$ cat src/rtl/aes_pkg.sv
// Shared definitions for the AES round sequencer slice.
//   aes_state_e : FSM state encoding (IDLE / RUN / DONE)
//   NR_128/192/256 : round counts for the three AES key sizes
//   aes_rw()    : width of a round index able to hold 0..nr
package aes_pkg;

    typedef enum logic [1:0] {
        IDLE = 2'd0,
        RUN  = 2'd1,
        DONE = 2'd2
    } aes_state_e;

    localparam int NR_128 = 10;
    localparam int NR_192 = 12;
    localparam int NR_256 = 14;

    // Round index must represent 0 (idle) through nr (final round).
    function automatic int aes_rw(input int nr);
        return $clog2(nr + 1);
    endfunction

endpackage

$ cat src/rtl/aes_round_seq_if.sv
// Bus between the round sequencer and its surroundings (upstream 2:1 mux,
// external round function, key schedule and downstream consumer).
//   slave  : the sequencer side
//   master : the environment side (mux, round function, producer/consumer)
// Parameters: N = datapath width, RW = round-index width.
interface aes_round_seq_if #(
    parameter int N  = 128,
    parameter int RW = 4
);
    logic          in_valid;
    logic          in_ready;
    logic          mux_sel;
    logic [N-1:0]  mux_out;
    logic [N-1:0]  state_out;
    logic [RW-1:0] round_idx;
    logic          last_round;
    logic          out_valid;
    logic          out_ready;
    logic [N-1:0]  data_out;

    modport slave (
        input  in_valid, mux_out, out_ready,
        output in_ready, mux_sel, state_out, round_idx, last_round,
               out_valid, data_out
    );

    modport master (
        output in_valid, mux_out, out_ready,
        input  in_ready, mux_sel, state_out, round_idx, last_round,
               out_valid, data_out
    );
endinterface

$ cat src/rtl/aes_round_cnt.sv
// Round counter for the AES sequencer.
// Ports:
//   clk, rst : clock, asynchronous active-high reset (count -> 0)
//   clr      : return to 0 (block handed off)
//   load     : start a new block at round 1
//   inc      : advance one round; saturates at NR so it can never wrap
//   count    : current round index
//   term     : count has reached the final round NR
module aes_round_cnt #(
    parameter int NR = 10,
    parameter int RW = 4
) (
    input  logic          clk,
    input  logic          rst,
    input  logic          clr,
    input  logic          load,
    input  logic          inc,
    output logic [RW-1:0] count,
    output logic          term
);
    logic [RW-1:0] count_reg;

    always_ff @(posedge clk or posedge rst) begin
        if (rst) begin
            count_reg <= '0;
        end else if (clr) begin
            count_reg <= '0;
        end else if (load) begin
            count_reg <= RW'(1);
        end else if (inc && (count_reg != RW'(NR))) begin
            count_reg <= count_reg + RW'(1);
        end
    end

    assign count = count_reg;
    assign term  = (count_reg == RW'(NR));

endmodule

$ cat src/rtl/aes_round_seq.sv
// Iterative AES round sequencer. Holds the cipher state register, steers
// the upstream 2:1 mux (fresh block vs. round feedback), supplies the round
// index to the key schedule and hands finished blocks downstream with a
// valid/ready handshake. The round function itself lives outside.
// Ports:
//   clk, rst : clock, asynchronous active-high reset
//   bus      : sequencer side of aes_round_seq_if (see interface)
// All outputs are decodes of registers only; no input reaches an output
// combinationally.
module aes_round_seq
    import aes_pkg::*;
#(
    parameter int N  = 128,
    parameter int NR = 10,
    parameter int RW = 4
) (
    input  logic clk,
    input  logic rst,
    aes_round_seq_if.slave bus
);
    aes_state_e    fsm_reg;
    aes_state_e    fsm_next;
    logic [N-1:0]  data_reg;
    logic          load_state;
    logic          cnt_load;
    logic          cnt_inc;
    logic          cnt_clr;
    logic          cnt_term;
    logic [RW-1:0] round_cnt;

    aes_round_cnt #(
        .NR (NR),
        .RW (RW)
    ) u_cnt (
        .clk   (clk),
        .rst   (rst),
        .clr   (cnt_clr),
        .load  (cnt_load),
        .inc   (cnt_inc),
        .count (round_cnt),
        .term  (cnt_term)
    );

    always_ff @(posedge clk or posedge rst) begin
        if (rst) begin
            fsm_reg <= IDLE;
        end else begin
            fsm_reg <= fsm_next;
        end
    end

    // The state register captures the mux output on the accept edge and on
    // every RUN edge, including the final round; it is frozen in DONE and
    // IDLE so data_out stays valid until the next block is taken.
    always_ff @(posedge clk or posedge rst) begin
        if (rst) begin
            data_reg <= '0;
        end else if (load_state) begin
            data_reg <= bus.mux_out;
        end
    end

    always_comb begin
        fsm_next   = fsm_reg;
        load_state = 1'b0;
        cnt_load   = 1'b0;
        cnt_inc    = 1'b0;
        cnt_clr    = 1'b0;
        case (fsm_reg)
            IDLE: begin
                if (bus.in_valid) begin
                    load_state = 1'b1;
                    cnt_load   = 1'b1;
                    fsm_next   = RUN;
                end
            end
            RUN: begin
                load_state = 1'b1;
                if (cnt_term) begin
                    fsm_next = DONE;
                end else begin
                    cnt_inc = 1'b1;
                end
            end
            DONE: begin
                if (bus.out_ready) begin
                    cnt_clr  = 1'b1;
                    fsm_next = IDLE;
                end
            end
            default: begin
                fsm_next = IDLE;
            end
        endcase
    end

    // mux_sel stays at feedback through DONE; only IDLE selects fresh input.
    assign bus.in_ready   = (fsm_reg == IDLE);
    assign bus.mux_sel    = (fsm_reg != IDLE);
    assign bus.out_valid  = (fsm_reg == DONE);
    assign bus.last_round = (fsm_reg == RUN) && cnt_term;
    assign bus.round_idx  = round_cnt;
    assign bus.state_out  = data_reg;
    assign bus.data_out   = data_reg;

endmodule

$ cat src/flat_wrapper.sv
// flat-port wrapper written by rule: the top's interface ports become plain ports
module aes_round_seq_flat import aes_pkg::*;
#(
    parameter int N  = 128,
    parameter int NR = 10,
    parameter int RW = 4
)
  (clk, rst, bus_in_valid, bus_mux_out, bus_out_ready, bus_in_ready, bus_mux_sel, bus_state_out, bus_round_idx, bus_last_round, bus_out_valid, bus_data_out);
  aes_round_seq_if #(.N(N), .RW(RW)) bus_i ();
  input  logic clk;
  input  logic rst;
  input wire logic [$bits(bus_i.in_valid)-1:0] bus_in_valid;
  input wire logic [$bits(bus_i.mux_out)-1:0] bus_mux_out;
  input wire logic [$bits(bus_i.out_ready)-1:0] bus_out_ready;
  output wire logic [$bits(bus_i.in_ready)-1:0] bus_in_ready;
  output wire logic [$bits(bus_i.mux_sel)-1:0] bus_mux_sel;
  output wire logic [$bits(bus_i.state_out)-1:0] bus_state_out;
  output wire logic [$bits(bus_i.round_idx)-1:0] bus_round_idx;
  output wire logic [$bits(bus_i.last_round)-1:0] bus_last_round;
  output wire logic [$bits(bus_i.out_valid)-1:0] bus_out_valid;
  output wire logic [$bits(bus_i.data_out)-1:0] bus_data_out;
  assign bus_i.in_valid = bus_in_valid;
  assign bus_i.mux_out = bus_mux_out;
  assign bus_i.out_ready = bus_out_ready;
  assign bus_in_ready = bus_i.in_ready;
  assign bus_mux_sel = bus_i.mux_sel;
  assign bus_state_out = bus_i.state_out;
  assign bus_round_idx = bus_i.round_idx;
  assign bus_last_round = bus_i.last_round;
  assign bus_out_valid = bus_i.out_valid;
  assign bus_data_out = bus_i.data_out;
  aes_round_seq #(.N(N), .NR(NR), .RW(RW)) u_core (.clk(clk), .rst(rst), .bus(bus_i));
endmodule
$ cat config.mk
export PLATFORM = sky130hd
export DESIGN_NAME = aes_round_seq_flat
export DESIGN_NICKNAME = d
export VERILOG_FILES = /design/src/rtl/aes_pkg.sv /design/src/rtl/aes_round_seq_if.sv /design/src/rtl/aes_round_cnt.sv /design/src/rtl/aes_round_seq.sv /design/src/flat_wrapper.sv
export SDC_FILE = /design/constraint.sdc
export NUM_CORES = 1
export LEC_CHECK = 0
export CORE_AREA = 5 5 151 153
export DETAILED_ROUTE_END_ITERATION = 6
export DIE_AREA = 0 0 156 158
export GPL_ROUTABILITY_DRIVEN = 0
export PLACE_DENSITY = 0.8
export SKIP_LAST_GASP = 1
export SLEW_MARGIN = 30
export SYNTH_ARGS = -nofsm -noshare
export SYNTH_HDL_FRONTEND = slang
export SYNTH_HIERARCHICAL = 1
export SYNTH_SLANG_ARGS = --single-unit
export TNS_END_PERCENT = 1
$ cat constraint.sdc
create_clock -name clk -period 5.5 [get_ports clk]
set_input_delay 0.55 -clock clk [delete_from_list [all_inputs] [get_ports clk]]
set_output_delay 0.55 -clock clk [all_outputs]
set_load 0.01 [all_outputs]
# Word-level counts from Yosys, hierarchy flattened
# Cells that the tools add are included.
totals:
  ff_bits: 134
  output_inout_bits: 264
  input_bits: 132
  wordCells: 31
op_classes:
  n_eq_ne: 7
  reduce_logical: 6
  muxes: 14
  addsub: 1
ops:
  columns: ["cell", "n"]
  rows:
  - ["4-bit 2-to-1 mux", 3]
  - ["1-bit 2-to-1 mux", 6]
  - ["2-bit 2-to-1 mux", 3]
  - ["2-bit case mux with 3 select lines", 1]
  - ["4-bit by 1-bit adder with 4-bit output (second input constant)", 1]
  - ["4-bit == test (second input constant)", 1]
  - ["2-bit inequality test (second input constant)", 2]
  - ["4-bit inequality test (second input constant)", 1]
  - ["3-bit AND reduction", 1]
  - ["3-bit nonzero test", 1]
  - ["2-bit by 1-bit == test with 1-bit output (second input constant)", 1]
  - ["2-bit == test (second input constant)", 1]
  - ["1-bit logical AND", 2]
  - ["2-bit logical NOT", 1]
  - ["2-bit by 1-bit inequality test with 1-bit output (second input constant)", 1]
  - ["1-bit case mux with 2 select lines", 1]
  - ["2-bit nonzero test", 1]

# Depth between registers and ports, before layout
# Gate-level depths: netlist of run 1.
logic_depth:
  depth_word: 7
  depth_mapped: 8
  ltp_nobuf: 8

# Cells and area by module
# Netlist of run 1, hierarchy kept.
by_module_without_submodules:
  columns: ["mod", "area_per_inst_um2", "seq_area_each_um2", "cells_each", "instances"]
  rows:
  - ["aes_round_seq", 6364.9, 3253.1, 412, 1]
  - ["aes_round_cnt", 246.5, 100.1, 25, 1]

# Least setup slack after synthesis of run 1
# No wires, ideal clock.
synth_timing:
  path_kind: "flip-flop to flip-flop"
  start: "register u_core.u_cnt.count_reg[0] (netlist: u_core/u_cnt/count[0])"
  end: "register u_core.u_cnt.count_reg[2] (netlist: u_core/u_cnt/count[2])"
  path_slack_ns: 3.594
  required_time_ns: 5.413
  setup_ns: 0.087
  path_stages_with_launch: 9
  synth_period_minus_slack_ns: 1.906
  arrival_time_ns: 1.819
  path_buffers: 0
  path_cell_list: "dfrtp_1 inv_1 ha_1 nand3b_4 inv_2 nor3b_1 nand2_1 or3_1 a211oi_2"
synth_via:
  elab_chain_cells: 5
  word_cells_on_any_way: 10
  classes_between: "1 x add/sub; 2 x eq/ne; 5 x mux; 2 x reduce/logical"
synth_rtl:
  columns: ["element", "line", "text"]
  rows:
  - ["from (decl)", "aes_round_cnt.sv:21", "logic [RW-1:0] count_reg;"]
  - ["from (signal assigned)", "aes_round_cnt.sv:31", "count_reg <= count_reg + RW'(1);"]
  - ["4-bit == test", "aes_round_cnt.sv:36", "assign term = (count_reg == RW'(NR));"]
  - ["via u_core.cnt_term", "aes_round_seq.sv:28", "logic cnt_term;"]
  - ["1-bit 2-to-1 mux", "aes_round_seq.sv:79", "if (cnt_term) begin"]
  - ["1-bit 2-to-1 mux", "aes_round_seq.sv:69", "case (fsm_reg)"]
  - ["via u_core.cnt_inc", "aes_round_seq.sv:26", "logic cnt_inc;"]
  - ["1-bit logical AND", "aes_round_cnt.sv:30", "end else if (inc && (count_reg != RW'(NR))) begin"]
  - ["3-bit nonzero test (no line)", null, null]
# The timed path passes the listed nets, and every way through them passes these cells. The select of a mux whose other input is x is not followed.
# A chain may end at the register's enable or synchronous reset.

# Worst setup path after layout of run 1
layout_timing:
  start: "register u_core.u_cnt.count_reg[0] (netlist: u_core/u_cnt/count[0])"
  end: "output port bus_last_round"
layout_via:
  elab_chain_cells: 2
layout_rtl:
  columns: ["element", "line", "text"]
  rows:
  - ["4-bit == test", "aes_round_cnt.sv:36", null]
  - ["via u_core.cnt_term", "aes_round_seq.sv:28", null]
  - ["1-bit logical AND", "aes_round_seq.sv:101", "assign bus.last_round = (fsm_reg == RUN) && cnt_term;"]
  - ["to (decl)", "flat_wrapper.sv:19", "output wire logic [$bits(bus_i.last_round)-1:0] bus_last_round;"]
# The timed path passes the listed nets, and every way through them passes these cells.

==> impl.org, run 1 <==
** Status
- The run finished with clean final reports.

** Pwr
- Worst IR drop on VDD :: 0.739 mV
- Dividing total power by cell area gives a power density of 502 mW/mm^2.
- Pleak :: 0.00439 uW

** Synthesis
- The largest total area in the synthesized netlist belongs to sky130_fd_sc_hd__dfrtp_1.
- Sequential cell area fraction in the yosys report :: 0.507
- Yosys attributes the largest share of cell area to sky130_fd_sc_hd__dfrtp_1, sky130_fd_sc_hd__mux2_4, sky130_fd_sc_hd__buf_4.
- Count of flip-flops with a built-in enable after synthesis :: 0
- After synthesis, the mean cell area works out to 15.1 um^2.
- Dominant cell by count in the synthesized netlist :: sky130_fd_sc_hd__dfrtp_1
- When the netlist entered floorplanning its net count stood at 571.
- After synthesis the cells add up to 0.00661 mm^2.
- Adder-cell area share of the yosys netlist :: 0.00379
- After technology mapping, the gate count stands at 437.
- Measured against the total synthesized area, the mux share comes to 0.275.
- In the synthesized netlist, the cells that appear most often are sky130_fd_sc_hd__dfrtp_1, sky130_fd_sc_hd__buf_4, sky130_fd_sc_hd__mux2_4.
- Counting flops and latches in the post-synthesis netlist gives 134.
- Fraction of the mapped netlist area in compound gates :: 0.0108
- For this run, the number of Yosys warnings is 6.
- The synthesized netlist contains 27 unique library cells.
- Of the total synthesized cell area, the portion taken by AND, OR, NAND and NOR gates is 0.0142.
- Most common flop cell mapped by yosys :: sky130_fd_sc_hd__dfrtp_1
- Main combinational cell family by area after synthesis :: multiplexers
- Proportion of netlist area held by the largest area contributor :: 0.507
- Post-synth ARST share :: 1.00
- Of the total synthesized cell area, the portion taken by XOR and XNOR cells is 0.00132.

** Worst setup path
- Along the worst path, the maximum fanout reaches 6.
- For the worst setup path, the data required time is 4950 ps.
- The critical path runs through a total of 6 cells.
- Critical-path cell list :: inv_1, ha_1, nand3b_4, inv_2, and3b_1, clkdlybuf4s50_1
- In this run the critical register-to-register path is launched from u_core/u_cnt/count[0].
- The most critical setup path has its startpoint at u_core/u_cnt/count[0].
- The endpoint identified for the worst register-to-register timing path is u_core/u_cnt/count[2].
- The largest single stage delay on the critical path is 550 ps.
- Slack of the worst reg-to-reg path :: 3360 ps
- Broken down by cell family, the worst path's largest delay share belongs to buffers and inverters.
- Critical Path End Type :: output pin
- Arrival time reported for the critical path endpoint :: 2070 ps
- Worst setup SP type :: register
- Crit path capture :: bus_last_round
- Buffers plus inverters on the worst setup path :: 3
- The slowest stage of the critical path belongs to the cell sky130_fd_sc_hd__clkdlybuf4s50_1.
- Critical Setup Path Class :: register to output pin
- Number of cells on the worst reg-to-reg path :: 8

** CTS
- Clock latency of the later-clocked register in the worst-skew pair :: 400 ps
- Clock tree from TritonCTS :: yes
- The clock passes through at most 2 buffers.
- Count of instances resized after the clock tree is built :: 0
- Buffers inserted during clock tree synthesis total 17.
- H-tree level count :: 4
- Clock transition at path regs :: 60 ps
- Hold buffers post-CTS :: 0
- CTS Sinks :: 134
- Root buffer selected by CTS :: sky130_fd_sc_hd__clkbuf_16
- Number of buffers inserted to repair setup after CTS :: 0

** Global routing
- After global routing the overflow that remains totals 0.
- Global-route wire length before repair :: 27000 um
- In the global route stage, overall resource usage came out at 0.142.
- Vias in the first global route :: 4606
- The initial antenna violation count was 0.
- Pin count of the biggest net entering global routing :: 130

** Timing
- Max Clk Rate :: 381 MHz
- Between clock sinks in the finished design, the worst skew comes to 6.60 ps.
- RSZ-0062 raised after global routing :: false
- The count of pins over their slew limit was 0.
- Headroom to the max-slew limit came out at 0.386.
- Final hold analysis gives a worst-case slack of 451 ps.
- The hold violation total from the final report came to 0.
- Worst-margin pin slew :: 921 ps
- Across all setup checks in the final design, the least slack found is 2880 ps.
- The clock period could shrink to 2620 ps.
- Setup total negative slack on the finished layout was measured at 0 ps.
- Setup violations remaining at the end of the flow were counted as 0.
- Final worst-path cycle share :: 0.477

** Final layout
- Measured on the finished design, the core utilization comes to 0.485.
- Layout cell share with drive strength beyond 1 :: 0.228
- Area added between synthesis and finish :: 57.1%
- Max reg flops :: 128
- In the final design database the tool counted 845 nets.
- Number of inserted diodes :: 0

** Routing
- First DRT Iteration DRCs :: 166
- After detailed routing, the total wire length is 18200 um.
- Vias per Instance :: 4.20
- For this block, the via count after detailed routing is 4208.
- The first detailed-routing pass took 4 iterations.
- The detail route stage leaves a number of antenna-violating nets equal to 0.
- After detailed routing, the average wire length per cell comes to 18.2 um.
- For this run, design rule violations remaining after detail routing come to 0.

** Floorplan
- The initial utilization of the core area, before any placement, comes to 0.309.
- Measured along the x axis, the die boundary spans 156 um.
- Std-Cell Rows :: 54
- Die Y :: 158 um
- # IOs :: 396
- The region available for standard cell placement spans 0.0214 mm^2.
- Overall die area :: 0.0246 mm^2

** Placement
- Port buffer count :: 395
- Before CTS, the worst setup slack after placement is 3040 ps.
- Detailed placement ended at an HPWL of 13800 um.

** Flow run
- The tool flagged a number of max-cap violations equal to 0.

** Min path
- Worst hold-check path type :: primary input to async pin
==> cell families (layout without fill, tap and decap cells) <==
group / Yosys count / count (layout)
buffers and inverters: 150 / 436
DFF: 134 / 134
muxes: 128 / 128
xor gates and xnor gates: 1 / 1
and+or+nand+nor: 14 / 14
adders and majority gates: 2 / 2
AOI/OAI and AO/OA: 8 / 8
==> where the power goes <==
part / leakage [uW] / total (uW) / switching, uW / internal (uW)
combinational: 0.00252 / 2380 / 858 / 1520
sequential: 0.00156 / 1590 / 304 / 1290
clock: 0.000309 / 1250 / 432 / 816
==> cell usage in the layout, fill, tap and decap left out, types with 2 or more instances in the layout <==
cell type and n:
sky130_fd_sc_hd__mux2_2 27, sky130_fd_sc_hd__nor2_1 2, sky130_fd_sc_hd__mux2_4 101, sky130_fd_sc_hd__and2_1 2, sky130_fd_sc_hd__a21oi_1 3, sky130_fd_sc_hd__nor3_1 2, sky130_fd_sc_hd__clkinvlp_4 2, sky130_fd_sc_hd__bufinv_16 5
sky130_fd_sc_hd__clkbuf_16 17, sky130_fd_sc_hd__nand2_1 2, sky130_fd_sc_hd__ha_1 2, sky130_fd_sc_hd__inv_6 2, sky130_fd_sc_hd__clkinv_2 2, sky130_fd_sc_hd__dfrtp_1 134, sky130_fd_sc_hd__clkinv_4 2, sky130_fd_sc_hd__inv_1 6
sky130_fd_sc_hd__clkdlybuf4s50_1 395
==> metal layers <==
layer,vias up,GRT usage,share of wire
li1,1887,-,-
met1,2073,0.169,0.39
met2,235,0.240,0.51
met3,13,0.0539,0.091
met4,0,0.0425,0.014
met5,-,0,0
==> how the worst min path moves through the flow <==
stage | from | endpoint | slack [ps] | cells past startpoint
6_report | rst | u_core/u_cnt/count[3] | 450 | 2
5_1_grt | rst | u_core/u_cnt/count[3] | 450 | 2
4_1_cts | rst | u_core/u_cnt/count[3] | 430 | 2
3_5_place_dp | u_core/bus.data_out[46] | u_core/bus.data_out[46] | 520 | 1
3_3_place_gp | u_core/bus.data_out[46] | u_core/bus.data_out[46] | 520 | 1
2_1_floorplan | rst | u_core/u_cnt/count[0] | 320 | 1
==> layout make-up <==
class,count,area (um^2)
Tap cell,280,350
Multi-Input combinational cell,153,2020
Sequential cell,134,3350
Inverter,8,35.0
Clock inverter,12,201
Fill cell,1855,11000
Timing Repair Buffer,397,3980
Clock buffer,19,443
==> stage by stage <==
| stage | total power, uW | area [um^2] | cells |
|---|---|---|---|
| floorplan | 3020 | 6610 | 437 |
| global placement | 3970 | 9740 | 972 |
| detailed placement | 4010 | 9740 | 972 |
| CTS | 5300 | 10400 | 1003 |
| global route | 5470 | 10400 | 1003 |
| finish | 5210 | 10400 | 1003 |
Power figures use the tool's default switching activity.
==> run 2, diff against run 1 <==
--- a/config.mk
+++ b/config.mk
@@ -5,11 +5,11 @@
 export SDC_FILE = /design/constraint.sdc
 export NUM_CORES = 1
 export LEC_CHECK = 0
-export CORE_AREA = 5 5 151 153
+export CORE_AREA = 5 5 150 152
 export DETAILED_ROUTE_END_ITERATION = 6
-export DIE_AREA = 0 0 156 158
+export DIE_AREA = 0 0 155 157
 export GPL_ROUTABILITY_DRIVEN = 0
-export PLACE_DENSITY = 0.8
+export PLACE_DENSITY = 0.83
 export SKIP_LAST_GASP = 1
 export SLEW_MARGIN = 30
 export SYNTH_ARGS = -nofsm -noshare
==> constraint.sdc (replaced) <==
create_clock -name clk -period 2.4 [get_ports clk]
set_input_delay 0.24 -clock clk [delete_from_list [all_inputs] [get_ports clk]]
set_output_delay 0.24 -clock clk [all_outputs]
set_load 0.01 [all_outputs]
==> run 2 against run 1 <==
  * Final cell count up 0.20%
  * First-iteration DRC count fell by 23%
  * Via count increased by 0.24%
  * Utilization increased by 1.2 points
  * Combinational power up 130%
  * Sequential power up 130%
  * Clock power grew 91%
  * Flip-flop and latch count stayed put
  * Setup slack got worse by 2600 ps
  * Count of clock-buffer cells in the layout did not move
  * Register-to-register slack worse by 3100 ps
  * Hold slack got worse by 350 ps
==> impl.org, run 2 (same netlist as run 1, synthesis figures left out) <==
** Timing
- Final slew viol count :: 0
- RSZ-0062 raised after global routing :: false
- Min Tclk post-route :: 2130 ps
- Total negative slack :: 0 ps
- For the pin with the worst max-slew slack, the measured transition is 528 ps.
- The hold violation total from the final report is 0.
- Setup violations remaining at the end of the flow were counted as 0.
- Hold Slack :: 102 ps
- In the finished design, the share of the clock period the worst path needs comes to 0.889.
- Static timing analysis puts the maximum clock frequency at 469 MHz.
- The clock arrives with 8.50 ps of skew.
- Measured against its own limit, the worst slew margin works out to 0.647.

** Routing
- For this run, the detailed router's first-pass iteration total came to 4.
- For this block, the routed nets add up to 18900 um of wire.
- For this run, design rule violations remaining after detail routing come to 0.
- For this block, the initial DRC count from the detailed router was 128.
- For this block, the via count after detailed routing is 4218.
- Number of nets with antenna violations after routing :: 0
- In the routed layout, each cell is associated on average with a via count of 4.20.
- Dividing the detail-routed wire length by the instance count gives 18.8 um.

** Floorplan
- The region available for standard cell placement spans 0.0209 mm^2.
- From bottom edge to top edge, the die measures 157 um.
- In this run the horizontal extent of the chip is 155 um.
- For this configuration, the core starts out at a cell density of 0.317.
- Pin placement for this block handled 396 I/O pins.
- Row generation in the floorplan step produced 53 rows.
- Overall die area :: 0.0243 mm^2

** Global routing
- Leftover overflow at the end of global routing :: 0
- Global-route usage over all layers :: 0.151
- The initial antenna violation count was 0.
- Vias in the first global route :: 4673
- The first global-routing pass estimated 28500 um of wire.
- Entering global routing, the biggest net connects 68 pins.

** Worst setup path
- Critical Setup Path Class :: register to register
- For the worst setup path, the data arrival time is 2450 ps.
- WP data required :: 2710 ps
- Worst setup SP type :: register
- Critical Path End Type :: register
- Max Fanout on Critical Path :: 6

** Final layout
- The finished cells cover 0.0104 mm^2.
- The layout has 1838 filler cells.
- In the layout the commonest cells are sky130_fd_sc_hd__clkdlybuf4s50_1, sky130_fd_sc_hd__dfrtp_1, sky130_fd_sc_hd__mux2_4, sky130_fd_sc_hd__mux2_2, sky130_fd_sc_hd__clkbuf_16.
- Layout cell share with drive strength beyond 1 :: 0.236
- Summing all flip-flop and latch instances after layout gives 0.00335 mm^2.
- Area occupied by multi-input gates :: 0.00202 mm^2
- Number of inserted diodes :: 0
- Area added between synthesis and finish :: 57.1%
- Max reg flops :: 128
- Leaving out fill and tap cells, the most frequent cell in the layout is sky130_fd_sc_hd__clkdlybuf4s50_1.
- The net count of the finished layout is 851.

** CTS
- Clock tree synthesis inserted a total of 17 buffers.
- Number of buffers inserted to repair setup after CTS :: 0
- CTS Sinks :: 134
- Hold buffers post-CTS :: 0
- Clock latency of the later-clocked register in the worst-skew pair :: 400 ps
- Clock tree from TritonCTS :: yes
- Count of instances resized after the clock tree is built :: 0
- The longest clock path from root to sink contains 2 buffers.
- The H-tree was split into 4 levels.
- Clock-pin slew was measured on the worst setup and hold paths at 60 ps.
- Root buffer selected by CTS :: sky130_fd_sc_hd__clkbuf_16

** Pwr
- Summed over all cells, the static leakage comes to 0.00439 uW.
- VDD sags by at most 0.644 mV.
- In this run the power density over the cells is 1120 mW/mm^2.
- Overall power consumption after layout is estimated at 11600 uW.

** Placement
- Once detailed placement completed, the half-perimeter wirelength came to 14800 um.
- The placed instances occupy a cell area of 0.00984 mm^2.
- Port buffer count :: 395

** Flow run
- Across the run, the number of max-cap violations was 0.

** Status
- Status :: complete, no violations

** Min path
- Worst hold-check path type :: primary input to async pin
-- run 2: cell count changes in the layout (fill, tap and decap cells not counted) --
cell and change:
sky130_fd_sc_hd__clkinvlp_4 +5, sky130_fd_sc_hd__clkdlybuf4s50_1 -1, sky130_fd_sc_hd__bufinv_16 -5, sky130_fd_sc_hd__clkinv_4 -1
sky130_fd_sc_hd__inv_6 +2, sky130_fd_sc_hd__buf_4 +1, sky130_fd_sc_hd__dlymetal6s2s_1 +1, sky130_fd_sc_hd__buf_12 +5
-- run 2: cell type report --
type	count	share of cell area
inverters	8	0.00325
repair buffers	403	0.394
multi-input cells	153	0.194
clock inverters	13	0.00952
well taps	275	0.0331
clock buffers	19	0.0427
flip-flops and latches	134	0.323
-- run 2: power breakdown --
part           switching [uW]  internal [uW]  total, uW
combinational            2040           3530       5570
clock                    1030           1360       2390
sequential                681           2950       3630
-- run 2: metrics by stage --
step                      std cells  utilization  worst slack, ps
after global routing           1005        0.497             96.2
after detailed placement        973        0.471              318
after CTS                      1005        0.497             26.6
after global placement          973        0.471              494
final                          1005        0.497              267
after floorplan                 437            -              494
-- run 2: worst paths after layout --
check | depth (start not counted) | from | end | slack (ps)
setup / recovery | 8 | u_core/u_cnt/count[0] | u_core/u_cnt/count[2] | 270
hold / removal | 2 | rst | u_core/u_cnt/count[3] | 100
setup reg to reg | 8 | u_core/u_cnt/count[0] | u_core/u_cnt/count[2] | 270
hold reg to reg | 1 | u_core/bus.data_out[21] | u_core/bus.data_out[21] | 540
max in group asynchronous | 3 | rst | u_core/bus.data_out[98] | 1720
min in group clk | 2 | bus_mux_out[38] | u_core/bus.data_out[38] | 440
-- run 2: worst max-delay path, stage by stage, from the launching register on --
cell                       delay, ps
sky130_fd_sc_hd__dfrtp_1         430
sky130_fd_sc_hd__inv_1            80
sky130_fd_sc_hd__ha_1            240
sky130_fd_sc_hd__nand3b_4        100
sky130_fd_sc_hd__inv_2            60
sky130_fd_sc_hd__nor3b_1         460
sky130_fd_sc_hd__nand2_1         140
sky130_fd_sc_hd__or3_1           350
sky130_fd_sc_hd__a211oi_2        180
-- run 2: layer usage --
| layer | wire (um) | global-route usage | up-vias |
|---|---|---|---|
| li1 | - | - | 1894 |
| met3 | 1640 | 0.0605 | 17 |
| met4 | 239 | 0.0387 | 0 |
| met1 | 7410 | 0.183 | 2078 |
| met5 | 0 | 0 | - |
| met2 | 9600 | 0.252 | 229 |
